**src/rtl/instr_fetch_unit_if.sv**
```systemverilog
`default_nettype none
// ---------------------------------------------------------------------------
// instr_fetch_unit_if : instruction-memory and CPU-side bundle of the fetch unit
// Revision 1.0
// ---------------------------------------------------------------------------
interface instr_fetch_unit_if;
  logic        imem_req;
  logic [31:0] imem_addr;
  logic        imem_ack;
  logic [31:0] imem_rdata;
  logic [31:0] instruction;
  logic [31:0] instr_pc;
  logic [31:0] instr_pc_plus4;
  logic        instr_valid;
  logic        instr_ready;
  logic        redirect;
  logic [31:0] redirect_pc;
  logic        fetch_fault;

  modport master (
    output imem_req, imem_addr,
    input  imem_ack, imem_rdata,
    output instruction, instr_pc, instr_pc_plus4, instr_valid,
    input  instr_ready, redirect, redirect_pc,
    output fetch_fault
  );

  modport slave (
    input  imem_req, imem_addr,
    output imem_ack, imem_rdata,
    input  instruction, instr_pc, instr_pc_plus4, instr_valid,
    output instr_ready, redirect, redirect_pc,
    input  fetch_fault
  );
endinterface
`default_nettype wire

```
**src/rtl/instr_fetch_unit.sv**
```systemverilog
`default_nettype none
// ---------------------------------------------------------------------------
// instr_fetch_unit : PC owner, req/ack instruction fetch, prefetch FIFO, redirect
// Optional misaligned-redirect fault: define IFU_ALIGN_CHECK_EN. Revision 1.0
// ---------------------------------------------------------------------------
module instr_fetch_unit #(
  parameter logic [31:0] RESET_PC   = 32'h0000_0000,
  parameter int          FIFO_DEPTH = 2
) (
  input  logic               clk,
  input  logic               reset_n,
  instr_fetch_unit_if.master bus
);

  localparam int PTR_W = (FIFO_DEPTH > 2) ? 2 : 1;
  localparam int CNT_W = PTR_W + 1;
  localparam logic [CNT_W-1:0] c_DEPTH    = CNT_W'(FIFO_DEPTH);
  localparam logic [CNT_W-1:0] c_DEPTH_M1 = CNT_W'(FIFO_DEPTH - 1);

  localparam logic [1:0] S_IDLE = 2'd0;
  localparam logic [1:0] S_REQ  = 2'd1;
  localparam logic [1:0] S_DROP = 2'd2;

  logic [1:0]       r_state;
  logic             r_req;
  logic [31:0]      r_addr;
  logic [31:0]      r_fetch_pc;
  logic             r_fault;

  logic [31:0]      r_fifo_data [FIFO_DEPTH];
  logic [31:0]      r_fifo_pc   [FIFO_DEPTH];
  logic [PTR_W-1:0] r_rd_ptr;
  logic [PTR_W-1:0] r_wr_ptr;
  logic [CNT_W-1:0] r_count;
  logic [31:0]      r_hold_data;
  logic [31:0]      r_hold_pc;

  logic             w_valid;
  logic             w_pop;
  logic             w_push;
  logic             w_space_idle;
  logic             w_space_after;
  logic             w_misaligned;
  logic [31:0]      w_target;

`ifdef IFU_ALIGN_CHECK_EN
  assign w_misaligned = |bus.redirect_pc[1:0];
`else
  logic w_unused_lo;
  assign w_misaligned = 1'b0;
  assign w_unused_lo  = |bus.redirect_pc[1:0];
`endif

  assign w_target      = {bus.redirect_pc[31:2], 2'b00};
  assign w_valid       = (r_count != '0);
  assign w_pop         = w_valid && bus.instr_ready;
  assign w_push        = (r_state == S_REQ) && bus.imem_ack && !bus.redirect;
  // A same-cycle pop frees a slot, so it counts toward the space checks.
  assign w_space_idle  = (r_count < c_DEPTH) || w_pop;
  assign w_space_after = w_pop ? (r_count < c_DEPTH) : (r_count < c_DEPTH_M1);

  always_ff @(posedge clk) begin
    if (!reset_n) begin
      r_state    <= S_IDLE;
      r_req      <= 1'b0;
      r_addr     <= RESET_PC;
      r_fetch_pc <= RESET_PC;
      r_fault    <= 1'b0;
    end else if (bus.redirect) begin
      r_fetch_pc <= w_target;
      r_fault    <= w_misaligned;
      // An outstanding request cannot be withdrawn; drain it in DROP.
      if ((r_state != S_IDLE) && !bus.imem_ack) begin
        r_state <= S_DROP;
      end else begin
        r_state <= S_IDLE;
        r_req   <= 1'b0;
      end
    end else begin
      case (r_state)
        S_IDLE: begin
          if (!r_fault && w_space_idle) begin
            r_req   <= 1'b1;
            r_addr  <= r_fetch_pc;
            r_state <= S_REQ;
          end
        end
        S_REQ: begin
          if (bus.imem_ack) begin
            r_fetch_pc <= r_fetch_pc + 32'd4;
            if (w_space_after) begin
              r_addr <= r_fetch_pc + 32'd4;
            end else begin
              r_req   <= 1'b0;
              r_state <= S_IDLE;
            end
          end
        end
        S_DROP: begin
          if (bus.imem_ack) begin
            r_req   <= 1'b0;
            r_state <= S_IDLE;
          end
        end
        default: begin
          r_req   <= 1'b0;
          r_state <= S_IDLE;
        end
      endcase
    end
  end

  always_ff @(posedge clk) begin
    if (w_push) begin
      r_fifo_data[r_wr_ptr] <= bus.imem_rdata;
      r_fifo_pc[r_wr_ptr]   <= r_fetch_pc;
    end
  end

  always_ff @(posedge clk) begin
    if (!reset_n) begin
      r_rd_ptr    <= '0;
      r_wr_ptr    <= '0;
      r_count     <= '0;
      r_hold_data <= 32'h0;
      r_hold_pc   <= 32'h0;
    end else begin
      if (w_valid) begin
        r_hold_data <= r_fifo_data[r_rd_ptr];
        r_hold_pc   <= r_fifo_pc[r_rd_ptr];
      end
      if (bus.redirect) begin
        r_rd_ptr <= '0;
        r_wr_ptr <= '0;
        r_count  <= '0;
      end else begin
        if (w_push) r_wr_ptr <= r_wr_ptr + 1'b1;
        if (w_pop)  r_rd_ptr <= r_rd_ptr + 1'b1;
        r_count <= r_count + CNT_W'(w_push) - CNT_W'(w_pop);
      end
    end
  end

  assign bus.imem_req       = r_req;
  assign bus.imem_addr      = r_addr;
  assign bus.instr_valid    = w_valid;
  assign bus.instruction    = w_valid ? r_fifo_data[r_rd_ptr] : r_hold_data;
  assign bus.instr_pc       = w_valid ? r_fifo_pc[r_rd_ptr] : r_hold_pc;
  assign bus.instr_pc_plus4 = bus.instr_pc + 32'd4;
  assign bus.fetch_fault    = r_fault;

endmodule
`default_nettype wire

```
**src/flat_wrapper.sv**
```systemverilog
// flat-port wrapper written by rule: the top's interface ports become plain ports
module instr_fetch_unit_flat 
#(
  parameter logic [31:0] RESET_PC   = 32'h0000_0000,
  parameter int          FIFO_DEPTH = 2
)
  (clk, reset_n, bus_imem_req, bus_imem_addr, bus_imem_ack, bus_imem_rdata, bus_instruction, bus_instr_pc, bus_instr_pc_plus4, bus_instr_valid, bus_instr_ready, bus_redirect, bus_redirect_pc, bus_fetch_fault);
  instr_fetch_unit_if bus_i ();
  input  logic clk;
  input  logic reset_n;
  output wire logic [$bits(bus_i.imem_req)-1:0] bus_imem_req;
  output wire logic [$bits(bus_i.imem_addr)-1:0] bus_imem_addr;
  input wire logic [$bits(bus_i.imem_ack)-1:0] bus_imem_ack;
  input wire logic [$bits(bus_i.imem_rdata)-1:0] bus_imem_rdata;
  output wire logic [$bits(bus_i.instruction)-1:0] bus_instruction;
  output wire logic [$bits(bus_i.instr_pc)-1:0] bus_instr_pc;
  output wire logic [$bits(bus_i.instr_pc_plus4)-1:0] bus_instr_pc_plus4;
  output wire logic [$bits(bus_i.instr_valid)-1:0] bus_instr_valid;
  input wire logic [$bits(bus_i.instr_ready)-1:0] bus_instr_ready;
  input wire logic [$bits(bus_i.redirect)-1:0] bus_redirect;
  input wire logic [$bits(bus_i.redirect_pc)-1:0] bus_redirect_pc;
  output wire logic [$bits(bus_i.fetch_fault)-1:0] bus_fetch_fault;
  assign bus_imem_req = bus_i.imem_req;
  assign bus_imem_addr = bus_i.imem_addr;
  assign bus_i.imem_ack = bus_imem_ack;
  assign bus_i.imem_rdata = bus_imem_rdata;
  assign bus_instruction = bus_i.instruction;
  assign bus_instr_pc = bus_i.instr_pc;
  assign bus_instr_pc_plus4 = bus_i.instr_pc_plus4;
  assign bus_instr_valid = bus_i.instr_valid;
  assign bus_i.instr_ready = bus_instr_ready;
  assign bus_i.redirect = bus_redirect;
  assign bus_i.redirect_pc = bus_redirect_pc;
  assign bus_fetch_fault = bus_i.fetch_fault;
  instr_fetch_unit #(.RESET_PC(RESET_PC), .FIFO_DEPTH(FIFO_DEPTH)) u_core (.clk(clk), .reset_n(reset_n), .bus(bus_i));
endmodule
```
**config.mk**
```make
export PLATFORM = sky130hd
export DESIGN_NAME = instr_fetch_unit_flat
export DESIGN_NICKNAME = d
export VERILOG_FILES = /design/src/rtl/instr_fetch_unit_if.sv /design/src/rtl/instr_fetch_unit.sv /design/src/flat_wrapper.sv
export SDC_FILE = /design/constraint.sdc
export NUM_CORES = 1
export LEC_CHECK = 0
export BUFFER_PORTS_ARGS = -buffer_cell sky130_fd_sc_hd__buf_2
export CAP_MARGIN = 40
export CORE_ASPECT_RATIO = 0.5
export CORE_UTILIZATION = 60
export CTS_CLUSTER_DIAMETER = 40
export CTS_CLUSTER_SIZE = 8
export DETAILED_ROUTE_END_ITERATION = 7
export GPL_TIMING_DRIVEN = 0
export PLACE_DENSITY = 0.85
export SETUP_SLACK_MARGIN = 0.2
export SLEW_MARGIN = 15
export SYNTH_ARGS = -nofsm -noshare
export SYNTH_HDL_FRONTEND = slang
export SYNTH_SLANG_ARGS = --single-unit
export TNS_END_PERCENT = 50
```
**constraint.sdc**
```tcl
create_clock -name clk -period 9.8 [get_ports clk]
set_input_delay 0.98 -clock clk [delete_from_list [all_inputs] [get_ports clk]]
set_output_delay 0.98 -clock clk [all_outputs]
set_load 0.02 [all_outputs]
```
**After elaboration in Yosys (flattened, before gate mapping)**

Memory sizes are Yosys's and may differ from the RTL's. A register that Yosys moved wholly into a read port is not among the register bits.
Index checks and enable logic that the tools add are counted.

- Register bits: 135
- Memory bits (writable): 128
- Input bits: 69
- Output and inout bits: 131
- Word-level logic and storage cells: 81
- Memories: 2

Memory list:

| name | depth | bits a word | read ports | clocked after Yosys merged registers in | wr ports | RTL line | RTL |
|---|---|---|---|---|---|---|---|
| u_core.r_fifo_data | 2 | 32 | 1 | 1 | 1 | instr_fetch_unit.sv:30 | `logic [31:0] r_fifo_data [FIFO_DEPTH];` |
| u_core.r_fifo_pc | 2 | 32 | 1 | 1 | 1 | instr_fetch_unit.sv:31 | `logic [31:0] r_fifo_pc [FIFO_DEPTH];` |

- Add/sub/neg operators: 6
- Magnitude comparators: 2
- Equal/unequal tests: 10
- Multiplexer cells: 30
- Bitwise logic cells: 2
- Reduce and logical (&&, ||, !) cells: 19

Operators by type and width:

| operator | count |
|---|---|
| $mux W32 | 8 |
| $add A32 B3 Y32 const B | 2 |
| $pmux W32 S2 | 1 |
| $mux W1 | 13 |
| $mux W2 | 6 |
| $reduce_and A5 Y1 | 2 |
| $reduce_bool A2 Y1 | 5 |
| $ne A3 B3 Y1 const B | 3 |
| $pmux W2 S3 | 1 |
| $logic_and A1 B1 Y1 | 4 |
| $ne A2 B1 Y1 const B | 2 |
| $ne A2 B2 Y1 const B | 2 |
| $reduce_and A2 Y1 | 2 |
| $reduce_and A4 Y1 | 1 |
| $ne A3 B2 Y1 const B | 1 |
| $pmux W1 S3 | 1 |
| $add A1 B1 Y1 const B | 2 |
| $add A2 B1 Y2 | 1 |
| $eq A2 B1 Y1 const B | 1 |
| $eq A2 B2 Y1 const B | 1 |
| $logic_not A1 Y1 | 2 |
| $logic_not A2 Y1 | 1 |
| $lt A2 B1 Y1 const B | 1 |
| $lt A2 B2 Y1 const B | 1 |
| 4 further kinds | 5 |

**Depth between registers and ports, before layout**

- Depth in word-level cells: 7
- Depth in mapped cells: 12
- Mapped depth without buffers: 11

**Least setup slack after synthesis**

OpenSTA, ideal clock, no wires.

- Kind: in2reg
- From: input bus_imem_ack
- To: memory u_core.r_fifo_data[0][0] (enable)
- Library setup time: 0.558 ns
- Arrival time: 5.489 ns
- Required time: 9.242 ns
- Setup slack: 3.753 ns
- Stages: 3
- Buffers on the path: 1
- Path through: nand2_1 > clkbuf_1 > nor3_1

- Longest elaborated chain between the ends: 4

Ends and longest elaborated chain:

| element | RTL line | RTL |
|---|---|---|
| start: declaration | flat_wrapper.sv:13 | `input wire logic [$bits(bus_i.imem_ack)-1:0] bus_imem_ack;` |
| $logic_and A1 B1 Y1 (2 in a row) | instr_fetch_unit.sv:57 | `assign w_push = (r_state == S_REQ) && bus.imem_ack && !bus.redirect;` |
| $mux W1 | instr_fetch_unit.sv:114 | `if (w_push) begin` |
| $mux W1 (not written as such) | instr_fetch_unit.sv:115 | `r_fifo_data[r_wr_ptr] <= bus.imem_rdata;` |
| end: declaration | instr_fetch_unit.sv:30 |  |

Every way passes these cells.

**Final worst setup path**

- From: register u_core.r_count[0]
- To: output bus_instr_pc_plus4[28]

- Longest elaborated chain between the ends: 3

Ends and longest elaborated chain:

| element | RTL line | RTL |
|---|---|---|
| start: declaration | instr_fetch_unit.sv:34 | `logic [CNT_W-1:0] r_count;` |
| start signal: assignment | instr_fetch_unit.sv:139 | `r_count <= r_count + CNT_W'(w_push) - CNT_W'(w_pop);` |
| $reduce_bool A2 Y1 | instr_fetch_unit.sv:55 | `assign w_valid = (r_count != '0);` |
| $mux W32 | -- |  |
| $add A32 B3 Y32 | instr_fetch_unit.sv:149 | `assign bus.instr_pc_plus4 = bus.instr_pc + 32'd4;` |
| end: declaration | flat_wrapper.sv:17 | `output wire logic [$bits(bus_i.instr_pc_plus4)-1:0] bus_instr_pc_plus4;` |

Every way passes these cells.

==> results.json <==
{
  "status": "finished clean",
  "fin_skew_ps": 30.4,
  "synth-adder-area-share_pct": 0.454,
  "die_x_um": 194,
  "timing.fmax_mhz": 210,
  "drive_gt1_share_pct": 24.7,
  "seqPwrFrac_pct": 46.0,
  "max-vdd-ir-drop_v": 0.000112,
  "num_vias": 8507,
  "ctsLongestPathBuffers": 3,
  "critPathMaxStageDelay_ps": 420,
  "clkSlewWorstSetupHoldPaths_ps": 50,
  "firstDrtPassIters": 5,
  "initial_core_util_pct": 62.4,
  "leakage_nw": 5.35,
  "die_h_um": 97.8,
  "finalWirelength_um": 28900,
  "synth.area.mux_share_pct": 8.29,
  "synth_top_family_by_area": "simple AND/OR/NAND/NOR gates",
  "period_share_pct": 48.6,
  "cts_hold_buf": 0,
  "worst_slew_pin_slew_ps": 812,
  "rsz0062_at_grt": "false",
  "synth-compound-area-share_pct": 6.80,
  "synth.area.top_cells": "edfxtp_1, dfxtp_1, mux2i_1",
  "relSlewSlack_pct": 44.3,
  "final_antenna_net_count": 0,
  "synth-xor-area-share_pct": 6.76,
  "cts_tree": "done",
  "cts_max_level": 2,
  "dieArea_mm2": 0.0189,
  "clock_latency_ps": 510,
  "p_per_area_mw_per_mm2": 192,
  "wl_per_cell_um": 19.5,
  "synth-seq-cells": 256,
  "max_cap_violations": 0,
  "final-instance-count-excl-fill": 1483,
  "stdcell_area_mm2": 0.0135,
  "grt_overflow": 0,
  "rows": 34,
  "placedCellCount": 1418,
  "p_switching_mw": 0.617,
  "ys_seq_area_share_pct": 57.8,
  "nets": 1296,
  "antenna_found_initial": 0,
  "grt_use_total_pct": 30.3,
  "placed_area_mm2": 0.0124,
  "cts_made_buffers": 37,
  "fillers": 1137,
  "endpoint_kind": "primary output",
  "crit_path_max_fanout": 10,
  "synth_edf_count": 124,
  "cp-start-kind": "register",
  "grt_max_degree": 39,
  "dr.first_iter.drc_count": 689,
  "syn_area_mm2": 0.0110,
  "hold_path_class": "register to register",
  "crit_required_ps": 8820,
  "ctsResizeCount": 0,
  "post_cts_buffers": 0,
  "setup_tns_ps": 0,
  "p_int_mw": 1.97,
  "core_mm2": 0.0177,
  "drc": 0,
  "diodes": 0,
  "crit_family": "simple AND/OR/NAND/NOR gates",
  "yosys_most_used_dff": "dfxtp_1",
  "finalMaxSlewViolations": 0,
  "yosys.area_share.simple_pct": 15.9,
  "clock_power_share_pct": 45.8,
  "io_buffers": 194,
  "io_pins": 200,
  "synth.avg_cell_area_um2": 11.2,
  "fin_crit_ps": 4760,
  "area_growth_syn_to_layout_pct": 22.1,
  "dpl.hpwl_um": 19700,
  "crit_arrival_ps": 3780,
  "hold_violations": 0,
  "final_common_cell": "buf_2",
  "viasPerCell": 5.74,
  "setup_viol": 0,
  "first_global_vias": 8490,
  "crit_type": "register to primary output",
  "final_cell_mix": "buf_2, dfxtp_1, edfxtp_1",
  "critPathBufInv": 5,
  "path_cells": "buf_6 -> nor2_4 -> inv_6 -> buf_12 -> a21oi_1 -> ha_1 -> inv_1 -> a211o_1 -> nor4_4 -> nand3_2 -> nor4b_4 -> xor2_1 -> buf_2",
  "fin_util_pct": 76.2,
  "yosys.area.top_type": "edfxtp_1",
  "synthDistinctLibCells": 59,
  "yosysWarnings": 0,
  "cts-root-buf": "clkbuf_16",
  "grt_pass1_wl_um": 45100,
  "place_congestion": 0.925,
  "netSwitchingFraction_pct": 23.9,
  "synthDominantCellAreaShare_pct": 33.8,
  "p_comb_share_pct": 8.1,
  "slowest_stage": "a21oi_1",
  "synthArstFlopShare_pct": 0,
  "syn_inst": 980,
  "cts.sinks": 256
}
[final timing paths]
kind	startpoint	end	slack [ps]	depth (start not counted)
worst min register to register	u_core.r_hold_pc[1]	u_core.r_hold_pc[1]	480	1
worst max register to register	u_core.r_state[0]	u_core.r_fifo_data[0][16]	6540	9
worst max-delay path	u_core.r_count[0]	bus_instr_pc_plus4[28]	5040	13
worst min-delay path	u_core.r_hold_pc[1]	u_core.r_hold_pc[1]	480	1
[synthesized netlist by cell type, types with 4 or more instances]
master	instances
dfxtp_1	132
a211oi_1	36
clkbuf_1	40
nand3_1	19
mux2i_1	68
buf_4	6
nor3_1	32
nand4_1	9
edfxtp_1	124
and2_1	49
mux2_2	16
buf_2	10
xnor2_1	54
nor4_1	13
o21ai_0	48
and3_1	7
a21oi_1	24
ha_1	4
a311oi_1	6
nor2_1	98
or3_1	6
nand2_1	71
xor2_1	31
inv_1	23
buf_6	6
[metal layers]
metal	wire length (µm)	GRT usage [%]	part of all wire, %
met5	0	0	0
met2	13500	49.8	47
met3	2560	5.80	8.8
met1	12200	41.1	42
met4	654	9.54	2.3
[metrics by stage]
stage	total power [mW]	setup WS [ps]	hold WS (ps)
global route	2.66	4870	505
global placement	1.40	967	457
finish	2.58	5040	475
floorplan	1.33	3750	420
detailed placement	1.41	5670	459
CTS	2.59	5100	485
[power groups by stage]
stage	Sequential [mW]	Combinational [mW]	Clock [mW]
after detailed placement	1.21	0.205	0
final	1.19	0.210	1.18
after global placement	1.21	0.198	0
after global routing	1.19	0.225	1.24
after CTS	1.19	0.208	1.19
after floorplan	1.21	0.116	0
[cell type report]
| class | count | area, µm² | share of cell area, % |
|---|---|---|---|
| clock buffers | 64 | 1070 | 7.95 |
| clock inverters | 1 | 8.76 | 0.0651 |
| flip-flops and latches | 256 | 6370 | 47.3 |
| repair buffers | 202 | 1050 | 7.78 |
| multi-input cells | 636 | 4230 | 31.5 |
| inverters | 26 | 103 | 0.762 |
| plain buffers | 64 | 337 | 2.50 |
| well taps | 234 | 293 | 2.18 |
[state kept, by name (all words and copies together), names as in the netlist, named ones only]
register,flops
u_core.bus.imem_addr,30
u_core.bus.imem_req,1
u_core.r_count,2
u_core.r_fetch_pc,30
u_core.r_fifo_data,64
u_core.r_fifo_pc,60
u_core.r_hold_data,32
u_core.r_hold_pc,32
u_core.r_rd_ptr,1
u_core.r_state,2
u_core.r_wr_ptr,1
[cell families after synthesis]
logic type,count (synthesis)
AND/OR/NAND/NOR,334
flip-flops,256
AO/OA/AOI/OAI,122
buffers and inverters,90
multiplexers,88
XOR/XNOR,85
adder cells (fa/ha/maj),4
other,1
(Power assumes the default switching activity.)
